[config.mk]
export PLATFORM = sky130hd
export DESIGN_NAME = controle_cxa_flat
export DESIGN_NICKNAME = d
export VERILOG_FILES = /design/src/rtl/pkg_rega.sv /design/src/rtl/controle_cxa_if.sv /design/src/rtl/debounce_cxa.sv /design/src/rtl/controle_cxa.sv /design/src/flat_wrapper.sv
export SDC_FILE = /design/constraint.sdc
export NUM_CORES = 1
export LEC_CHECK = 0
export BUFFER_PORTS_ARGS = -buffer_cell sky130_fd_sc_hd__buf_2
export CORE_MARGIN = 3
export CORE_UTILIZATION = 37
export CTS_CLUSTER_SIZE = 16
export DETAILED_ROUTE_END_ITERATION = 8
export GPL_TIMING_DRIVEN = 0
export MAX_ROUTING_LAYER = met4
export PLACE_DENSITY = 0.59
export SYNTH_ARGS = -nofsm -noshare
export SYNTH_HDL_FRONTEND = slang
export SYNTH_HIERARCHICAL = 1
export SYNTH_SLANG_ARGS = --single-unit
[constraint.sdc]
create_clock -name clk -period 2.7 [get_ports clk]
set_input_delay 0.54 -clock clk [delete_from_list [all_inputs] [get_ports clk]]
set_output_delay 0.54 -clock clk [all_outputs]
set_load 0.05 [all_outputs]
[src/rtl/pkg_rega.sv]
// rtl/pkg_rega.sv - shared types and helpers for the tank-fill controller
package pkg_rega;

   typedef enum logic [2:0] {
      NIVEL_VAZIA    = 3'b000,
      NIVEL_BAIXO    = 3'b001,
      NIVEL_MEDIO    = 3'b010,
      NIVEL_ALTO     = 3'b100,
      NIVEL_INVALIDO = 3'b011
   } nivel_t;

   typedef enum logic [1:0] {
      EST_OCIOSO   = 2'b00,
      EST_ENCHENDO = 2'b01,
      EST_CHEIA    = 2'b10,
      EST_ERRO     = 2'b11
   } estado_t;

   // Bits needed for a counter spanning 0..n-1.
   function automatic int cnt_width(input int n);
      return (n <= 2) ? 1 : $clog2(n);
   endfunction

   // Probe pattern {S2,S1,S0} to level; the enum value is the display code.
   function automatic nivel_t classifica_nivel(input logic [2:0] s);
      case (s)
         3'b000:  return NIVEL_VAZIA;
         3'b001:  return NIVEL_BAIXO;
         3'b011:  return NIVEL_MEDIO;
         3'b111:  return NIVEL_ALTO;
         default: return NIVEL_INVALIDO;
      endcase
   endfunction

endpackage

[src/rtl/controle_cxa_if.sv]
// rtl/controle_cxa_if.sv - probe, request and status signals of the tank controller
interface controle_cxa_if;
   logic       S0;
   logic       S1;
   logic       S2;
   logic       Req_rega;
   logic       Ack_erro;
   logic       Nv2;
   logic       Nv1;
   logic       Nv0;
   logic       Valvula;
   logic       Rega_ok;
   logic       Erro;
   logic [1:0] Estado;

   modport master (
      output S0, S1, S2, Req_rega, Ack_erro,
      input  Nv2, Nv1, Nv0, Valvula, Rega_ok, Erro, Estado
   );

   modport slave (
      input  S0, S1, S2, Req_rega, Ack_erro,
      output Nv2, Nv1, Nv0, Valvula, Rega_ok, Erro, Estado
   );
endinterface

[src/rtl/debounce_cxa.sv]
// rtl/debounce_cxa.sv - sensor debouncer: sync stage, candidate register, stability counter
module debounce_cxa
   import pkg_rega::*;
#(
   parameter int DEB_CYC = 16,
   parameter int W       = 3
) (
   input  logic         clk,
   input  logic         rst,
   input  logic [W-1:0] raw,
   output logic [W-1:0] stable,
   output logic         stable_vld
);

   localparam int            CW       = cnt_width(DEB_CYC);
   localparam logic [CW-1:0] CNT_MAX  = CW'(DEB_CYC - 1);
   localparam logic [CW-1:0] CNT_LOAD = CW'(DEB_CYC - 2);

   logic [W-1:0]  sync_q;
   logic          sync_vld_q;
   logic [W-1:0]  cand_q;
   logic          cand_vld_q;
   logic [CW-1:0] cnt_q;
   logic [W-1:0]  stable_q;
   logic          stable_vld_q;

   // After reset the first real sample is treated as a fresh change, so the
   // probes are re-qualified with the same latency as any clean transition.
   always_ff @(posedge clk) begin
      if (rst) begin
         sync_q       <= '0;
         sync_vld_q   <= 1'b0;
         cand_q       <= '0;
         cand_vld_q   <= 1'b0;
         cnt_q        <= '0;
         stable_q     <= '0;
         stable_vld_q <= 1'b0;
      end else begin
         sync_q     <= raw;
         sync_vld_q <= 1'b1;
         if (sync_vld_q) begin
            if (!cand_vld_q || (sync_q != cand_q)) begin
               cand_q     <= sync_q;
               cand_vld_q <= 1'b1;
               cnt_q      <= '0;
            end else begin
               if (cnt_q != CNT_MAX) begin
                  cnt_q <= cnt_q + 1'b1;
               end
               if (cnt_q == CNT_LOAD) begin
                  stable_q     <= cand_q;
                  stable_vld_q <= 1'b1;
               end
            end
         end
      end
   end

   assign stable     = stable_q;
   assign stable_vld = stable_vld_q;

endmodule

[src/rtl/controle_cxa.sv]
// rtl/controle_cxa.sv - tank-fill controller: level classification, valve FSM, irrigation grant
module controle_cxa
   import pkg_rega::*;
#(
   parameter int DEB_CYC = 16,
   parameter int T_ENCHE = 1000
) (
   input  logic          clk,
   input  logic          rst,
   controle_cxa_if.slave bus
);

   localparam int TW = cnt_width(T_ENCHE);

   logic [2:0]    stable;
   logic          stable_vld;
   nivel_t        nivel_q;
   logic          nivel_vld_q;
   estado_t       estado_q;
   estado_t       estado_d;
   logic [TW-1:0] timer_q;
   logic          timeout;
   logic          valvula_q;
   logic          valvula_d;
   logic          erro_q;
   logic          erro_d;
   logic          rega_q;
   logic          rega_d;

   debounce_cxa #(
      .DEB_CYC(DEB_CYC),
      .W      (3)
   ) u_debounce (
      .clk       (clk),
      .rst       (rst),
      .raw       ({bus.S2, bus.S1, bus.S0}),
      .stable    (stable),
      .stable_vld(stable_vld)
   );

   always_ff @(posedge clk) begin
      if (rst) begin
         nivel_q     <= NIVEL_VAZIA;
         nivel_vld_q <= 1'b0;
      end else begin
         nivel_q     <= classifica_nivel(stable);
         nivel_vld_q <= stable_vld;
      end
   end

   assign timeout = (timer_q == TW'(T_ENCHE - 1));

   always_ff @(posedge clk) begin
      if (rst) begin
         estado_q  <= EST_OCIOSO;
         timer_q   <= '0;
         valvula_q <= 1'b0;
         erro_q    <= 1'b0;
         rega_q    <= 1'b0;
      end else begin
         estado_q  <= estado_d;
         valvula_q <= valvula_d;
         erro_q    <= erro_d;
         rega_q    <= rega_d;
         // Cleared on entry and outside ENCHENDO; counts only while staying in it.
         if ((estado_q == EST_ENCHENDO) && (estado_d == EST_ENCHENDO)) begin
            timer_q <= timer_q + 1'b1;
         end else begin
            timer_q <= '0;
         end
      end
   end

   // Invalid level overrides everything; ALTO wins over a same-cycle timeout.
   always_comb begin
      estado_d = estado_q;
      if (nivel_q == NIVEL_INVALIDO) begin
         estado_d = EST_ERRO;
      end else begin
         case (estado_q)
            EST_OCIOSO: begin
               if (nivel_vld_q && ((nivel_q == NIVEL_VAZIA) || (nivel_q == NIVEL_BAIXO))) begin
                  estado_d = EST_ENCHENDO;
               end
            end
            EST_ENCHENDO: begin
               if (nivel_q == NIVEL_ALTO) begin
                  estado_d = EST_CHEIA;
               end else if (timeout) begin
                  estado_d = EST_ERRO;
               end
            end
            EST_CHEIA: begin
               if ((nivel_q == NIVEL_VAZIA) || (nivel_q == NIVEL_BAIXO)) begin
                  estado_d = EST_ENCHENDO;
               end
            end
            EST_ERRO: begin
               if (bus.Ack_erro) begin
                  estado_d = EST_OCIOSO;
               end
            end
            default: estado_d = EST_ERRO;
         endcase
      end
   end

   always_comb begin
      valvula_d = (estado_d == EST_ENCHENDO);
      erro_d    = (estado_d == EST_ERRO);
      rega_d    = bus.Req_rega
                  && ((nivel_q == NIVEL_BAIXO) || (nivel_q == NIVEL_MEDIO) || (nivel_q == NIVEL_ALTO))
                  && (estado_q != EST_ERRO);
   end

   assign {bus.Nv2, bus.Nv1, bus.Nv0} = nivel_q;
   assign bus.Valvula                 = valvula_q;
   assign bus.Erro                    = erro_q;
   assign bus.Rega_ok                 = rega_q;
   assign bus.Estado                  = estado_q;

endmodule
[src/flat_wrapper.sv]
// flat-port wrapper written by rule: the top's interface ports become plain ports
module controle_cxa_flat import pkg_rega::*;
#(
   parameter int DEB_CYC = 16,
   parameter int T_ENCHE = 1000
)
  (clk, rst, bus_S0, bus_S1, bus_S2, bus_Req_rega, bus_Ack_erro, bus_Nv2, bus_Nv1, bus_Nv0, bus_Valvula, bus_Rega_ok, bus_Erro, bus_Estado);
  controle_cxa_if bus_i ();
  input  logic clk;
  input  logic rst;
  input wire logic [$bits(bus_i.S0)-1:0] bus_S0;
  input wire logic [$bits(bus_i.S1)-1:0] bus_S1;
  input wire logic [$bits(bus_i.S2)-1:0] bus_S2;
  input wire logic [$bits(bus_i.Req_rega)-1:0] bus_Req_rega;
  input wire logic [$bits(bus_i.Ack_erro)-1:0] bus_Ack_erro;
  output wire logic [$bits(bus_i.Nv2)-1:0] bus_Nv2;
  output wire logic [$bits(bus_i.Nv1)-1:0] bus_Nv1;
  output wire logic [$bits(bus_i.Nv0)-1:0] bus_Nv0;
  output wire logic [$bits(bus_i.Valvula)-1:0] bus_Valvula;
  output wire logic [$bits(bus_i.Rega_ok)-1:0] bus_Rega_ok;
  output wire logic [$bits(bus_i.Erro)-1:0] bus_Erro;
  output wire logic [$bits(bus_i.Estado)-1:0] bus_Estado;
  assign bus_i.S0 = bus_S0;
  assign bus_i.S1 = bus_S1;
  assign bus_i.S2 = bus_S2;
  assign bus_i.Req_rega = bus_Req_rega;
  assign bus_i.Ack_erro = bus_Ack_erro;
  assign bus_Nv2 = bus_i.Nv2;
  assign bus_Nv1 = bus_i.Nv1;
  assign bus_Nv0 = bus_i.Nv0;
  assign bus_Valvula = bus_i.Valvula;
  assign bus_Rega_ok = bus_i.Rega_ok;
  assign bus_Erro = bus_i.Erro;
  assign bus_Estado = bus_i.Estado;
  controle_cxa #(.DEB_CYC(DEB_CYC), .T_ENCHE(T_ENCHE)) u_core (.clk(clk), .rst(rst), .bus(bus_i));
endmodule
---- Yosys cells after proc, flatten, opt, wreduce, memory -nomap -nowiden ----
Index checks and enable logic that the tools add are counted.
word-level totals
  bits in registers ....................... 35
  output and inout bits ................... 8
  word-level logic and storage cells ...... 63
operators by class
  add/subtract/negate cells ............... 2
  equal/unequal tests ..................... 17
  mux-type cells .......................... 11
  bitwise operators ....................... 2
  reductions and logical operators ........ 17
operators with widths
  kind                                           count
  2-to-1 mux 2 bit                               6
  one-hot mux 3 bit (4 select lines)             1
  adder 10 x 1 -> 10 bit, second input constant  1
  == test 10 bit, second input constant          1
  == test 3 x 2 -> 1 bit, second input constant  3
  2-to-1 mux 4 bit                               2
  one-hot mux 2 bit (4 select lines)             1
  == test 2 bit, second input constant           3
  == test 3 x 1 -> 1 bit, second input constant  2
  == test 3 bit, second input constant           2
  zero test 3 bit                                2
  adder 4 x 1 -> 4 bit, second input constant    1
  == test 2 x 1 -> 1 bit, second input constant  2
  == test 4 bit, second input constant           1
  logical AND 1 bit                              4
  logical OR 1 bit                               4
  inequality test 4 bit, second input constant   1
  AND reduction 2 bit                            2
  inequality test 3 bit                          1
  AND reduction 3 bit                            1
  zero test 2 bit                                1
  inequality test 2 bit, second input constant   1
  inverter 1 bit                                 2
  nonzero test 2 bit                             1
  3 further kinds                                3

---- Longest topological paths before layout ----
  word-level depth ........................ 10
  mapped depth ............................ 6
  mapped depth without buffers ............ 5

---- Cells and area by module ----
The synthesis kept the hierarchy.
by module, submodules not included
  module        instances  cells an instance  area an instance (µm²)  seq. area each (µm²)
  controle_cxa  1          90                 807.0                   380.4
  debounce_cxa  1          65                 640.6                   320.3

---- Worst setup path after synthesis ----
OpenSTA, ideal clock, no wires.
  path kind ............................... register to register
  start point ............................. register u_core.nivel_q[2]
  end point ............................... register u_core.timer_q[3]
  library setup time ...................... 64 ps
  arrival time ............................ 1741 ps
  required time ........................... 2636 ps
  setup slack ............................. 895 ps
  stages on the path, launching flop included .. 6
  path through ............................ dfxtp_1 > and3b_1 > a211o_1 > a2111o_1 > buf_6 > nor2_1
between the ends
  cells in the longest elaborated chain, start to end .. 10
  elaborated cells between the ends (all ways) .. 15
ends and longest elaborated chain
  element                                                    line                                    text
  start, declared                                            controle_cxa.sv:17                      nivel_t nivel_q;
  start signal, assigned                                     controle_cxa.sv:46                      nivel_q <= classifica_nivel(stable);
  == test 3 x 1 -> 1 bit or zero test 3 bit (tied branches)  controle_cxa.sv:82, controle_cxa.sv:94
  logical OR 1 bit                                           controle_cxa.sv:82, controle_cxa.sv:94
  logical AND 1 bit                                          controle_cxa.sv:82                      if (nivel_vld_q && ((nivel_q == NIVEL_VAZIA) || (nivel_q == NIVEL_BAIXO))) begin
  2-to-1 mux 2 bit                                           controle_cxa.sv:82
  one-hot mux 2 bit (4 select lines)                         controle_cxa.sv:80                      case (estado_q)
  2-to-1 mux 2 bit *                                         controle_cxa.sv:77                      if (nivel_q == NIVEL_INVALIDO) begin
  == test 2 x 1 -> 1 bit *                                   controle_cxa.sv:66                      if ((estado_q == EST_ENCHENDO) && (estado_d == EST_ENCHENDO)) begin
  logical AND 1 bit *                                        controle_cxa.sv:66
  inverter 1 bit (no line) *                                 --
  OR reduction 2 bit (no line) *                             --
  end signal, assigned                                       controle_cxa.sv:67                      timer_q <= timer_q + 1'b1;
  end, declared                                              controle_cxa.sv:21                      logic [TW-1:0] timer_q;
Mark *: on every way between the ends. The rest lies on a longest branch, timed or not.
A chain may end at the register's enable or synchronous reset.

---- Worst setup path after layout ----
  start point ............................. register u_core.nivel_q[2]
  end point ............................... output port bus_Nv2
RTL lines
  element        line                text
  end, declared  flat_wrapper.sv:16  output wire logic [$bits(bus_i.Nv2)-1:0] bus_Nv2;
No word-level cell between the ends.

==> flow_metrics.env <==
export IMPL_grt_overflow_total=0
export IMPL_fin_crit_sh_pct=59.1
export IMPL_ys_warn_count=6
export IMPL_grt_use_total_pct=11.9
export IMPL_cts_buffer_depth=2
export IMPL_cts_max_level=2
export IMPL_post_cts_resized=0
export IMPL_grt_start_max_net_pins=11
export IMPL_regToRegSetupSlack_ns=1.11
export IMPL_cp_endpoint="bus_Nv2"
export IMPL_routed_wl_um=2370
export IMPL_critPathMaxFanout=9
export IMPL_slew_headroom_pct=71.7
export IMPL_final_layout_size_suffix_gt1_share_pct=14.8
export IMPL_crit_buf_inv=1
export IMPL_core_area_sq_um=3720
export IMPL_worst_r2r_cell_count=5
export IMPL_hold_viol=0
export IMPL_critPathKind="reg -> out"
export IMPL_post_cts_setup_buffers=0
export IMPL_avgSynthCellArea_sq_um=9.34
export IMPL_ys_seq_elements=35
export IMPL_die_area_sq_um=4700
export IMPL_crit_family="flip-flops"
export IMPL_die_x_um=68.6
export IMPL_firstDrtPassIters=5
export IMPL_yosysUniqueCellTypes=39
export IMPL_cts_buffers=5
export IMPL_syn_cell_area_sq_um=1450
export IMPL_insertion_delay_ns=0.27
export IMPL_arrival_ns=1.05
export IMPL_antenna_found_initial=0
export IMPL_synth_largest_area_cell="dfxtp_1"
export IMPL_min_path_type="reg -> reg"
export IMPL_cap_violations=0
export IMPL_netlist_instances=155
export IMPL_clkSinkCount=35
export IMPL_finalClockSkew_ns=0.00527
export IMPL_netlist_area_leader_share_pct=48.4
export IMPL_cts_root_buf="clkbuf_8"
export IMPL_final_nets=186
export IMPL_synth_area_leaders="dfxtp_1, nor2_1, xnor2_1"
export IMPL_worstSetupPathDepth=1
export IMPL_fill_cells=360
export IMPL_wl_per_cell_um=10.6
export IMPL_grt_pass1_vias=989
export IMPL_ctsHoldBuffers=0
export IMPL_synth_seq_area_share_pct=48.4
export IMPL_critPathLaunchType="register"
export IMPL_final_antenna_net_count=0
export IMPL_power_density_nw_per_um2=554
export IMPL_endpoint_kind="output port"
export IMPL_drv_slew=0
export IMPL_r2r_end="u_core/timer_q[4]$_SDFF_PP0_"
export IMPL_viasPerCell=4.86
export IMPL_cpPeakStageDelay_ns=0.47
export IMPL_startpoint="u_core/nivel_q[2]$_SDFF_PP0_"
export IMPL_ios=15
export IMPL_r2r_start="u_core/nivel_q[2]$_SDFF_PP0_"
export IMPL_chipHeight_um=68.6
export IMPL_drc_errors=0
export IMPL_setup_viol=0
export IMPL_tightestPinTransition_ns=0.424
export IMPL_start_util_pct=39.0
export IMPL_port_buffers=14
export IMPL_finalSetupTns_ns=0
export IMPL_status="finished, final reports clean"
export IMPL_worst_hold_slack_ns=0.454
export IMPL_grt_pass1_wl_um=4110
export IMPL_drt_iter0_markers=56
export IMPL_period_needed_ns=1.59
export IMPL_fmax_ghz=0.627
export IMPL_syn2layout_area_growth_pct=15.0
export IMPL_diodes=0
export IMPL_cp_slowest_cell="dfxtp_1"
export IMPL_cts_tree="built"
export IMPL_rsz0062_at_grt="no"
export IMPL_worstPathRequired_ns=2.16
export IMPL_cp_cell_sequence="buf_2"
export IMPL_via_count=1089
export IMPL_clk_pin_slew_ns=0.07
export IMPL_row_count=22
export IMPL_hpwl_um=1750
export IMPL_syn_nets=165
export IMPL_place_congestion=0.740
export IMPL_p_leak_nw=0.627
export IMPL_peakVddDrop_mv=0.231
## how the worst min path moves through the flow
| stage | end | startpoint | cells after the start |
|---|---|---|---|
| after floorplan | u_core/timer_q[0]$_SDFF_PP0_ | u_core/timer_q[0]$_SDFF_PP0_ | 1 |
| final | u_core/timer_q[0]$_SDFF_PP0_ | u_core/timer_q[0]$_SDFF_PP0_ | 1 |
| after global placement | u_core/timer_q[0]$_SDFF_PP0_ | u_core/timer_q[0]$_SDFF_PP0_ | 1 |
| after global routing | u_core/timer_q[0]$_SDFF_PP0_ | u_core/timer_q[0]$_SDFF_PP0_ | 1 |
| after CTS | u_core/timer_q[0]$_SDFF_PP0_ | u_core/timer_q[0]$_SDFF_PP0_ | 1 |
| after detailed placement | u_core/timer_q[0]$_SDFF_PP0_ | u_core/timer_q[0]$_SDFF_PP0_ | 1 |
## synthesized netlist by cell type, drive strengths merged
cell,count
nand2,15
clkinv,1
ha,3
and2,1
nor4,2
o22a,1
a21oi,2
a211o,1
clkbuf,2
mux2i,6
dfxtp,35
a21o,1
and4b,3
o22ai,1
o21ai,4
inv,5
a21boi,2
a211oi,2
a2111o,1
nor2,22
nand2b,1
nor3,8
o311a,1
xnor2,9
xor2,3
o21a,1
a41o,1
o2bb2ai,1
o311ai,1
nor2b,5
nand4,5
nand3,5
buf,2
nor3b,1
and3b,1
## layout by cell type, fill, tap and decap left out, types with 2 or more instances in the layout
| cell | n |
|---|---|
| nor3_1 | 7 |
| nor2_1 | 21 |
| nand2_1 | 15 |
| xor2_1 | 3 |
| and4b_1 | 3 |
| ha_1 | 3 |
| nor4_1 | 2 |
| mux2i_1 | 6 |
| o21ai_0 | 4 |
| inv_1 | 5 |
| nor2b_1 | 5 |
| nand3_1 | 5 |
| a21boi_0 | 2 |
| xnor2_1 | 9 |
| buf_2 | 15 |
| clkbuf_1 | 2 |
| a21oi_1 | 2 |
| nand4_1 | 5 |
| dfxtp_1 | 35 |
| clkbuf_8 | 6 |
## through the flow
| stage | worst slack (ns) | instances | cell area [sq um] | power (mW) | utilization, % |
|---|---|---|---|---|---|
| floorplan | 0.895 | 155 | 1450 | 0.560 | - |
| global placement | 1.09 | 217 | 1580 | 0.570 | 42.5 |
| detailed placement | 1.05 | 217 | 1580 | 0.571 | 42.5 |
| CTS | 1.08 | 224 | 1670 | 0.944 | 44.8 |
| global route | 1.01 | 224 | 1670 | 0.962 | 44.8 |
| finish | 1.11 | 224 | 1670 | 0.923 | 44.8 |
## cell type report
cell class,count,area (sq um),share of cell area (%)
Clock inverter,1,5.00,0.301
Sequential cell,35,701,42.1
Timing Repair Buffer,14,70.1,4.21
Clock buffer,6,82.6,4.96
Buffer,4,23.8,1.43
Inverter,6,22.5,1.35
Multi-Input combinational cell,110,701,42.1
Tap cell,48,60.1,3.61
## layer usage
layer,vias to the layer above,part of all wire (%),global-route usage [%]
li1,578,-,-
met1,491,51,14.9
met2,18,44,17.5
met3,2,4.4,3.89
met4,0,0.97,5.21
met5,-,0,-
## state kept, by name, summed over array words and instances (netlist names)
name / flops
u_core/nivel_vld_q: 1
u_core/bus.Valvula: 1
u_core/u_debounce/sync_q: 3
u_core/bus.Erro: 1
u_core/u_debounce/stable: 3
u_core/nivel_q: 3
u_core/u_debounce/cand_vld_q: 1
u_core/u_debounce/stable_vld: 1
u_core/timer_q: 10
u_core/bus.Estado: 2
u_core/u_debounce/cand_q: 3
u_core/u_debounce/sync_vld_q: 1
u_core/bus.Rega_ok: 1
u_core/u_debounce/cnt_q: 4
## power breakdown
part	internal [mW]	switching (mW)
Sequential	0.523	0.00444
Clock	0.200	0.165
Combinational	0.0133	0.0180
## logic make-up after synthesis
group	share of synthesized area, %
AND/OR/NAND/NOR	23.9
flip-flops	48.4
AO/OA/AOI/OAI	10.5
multiplexers	4.15
buffers and inverters	3.20
adder cells (fa/ha/maj)	2.59
XOR/XNOR	7.26
Power figures use the tool's default switching activity.
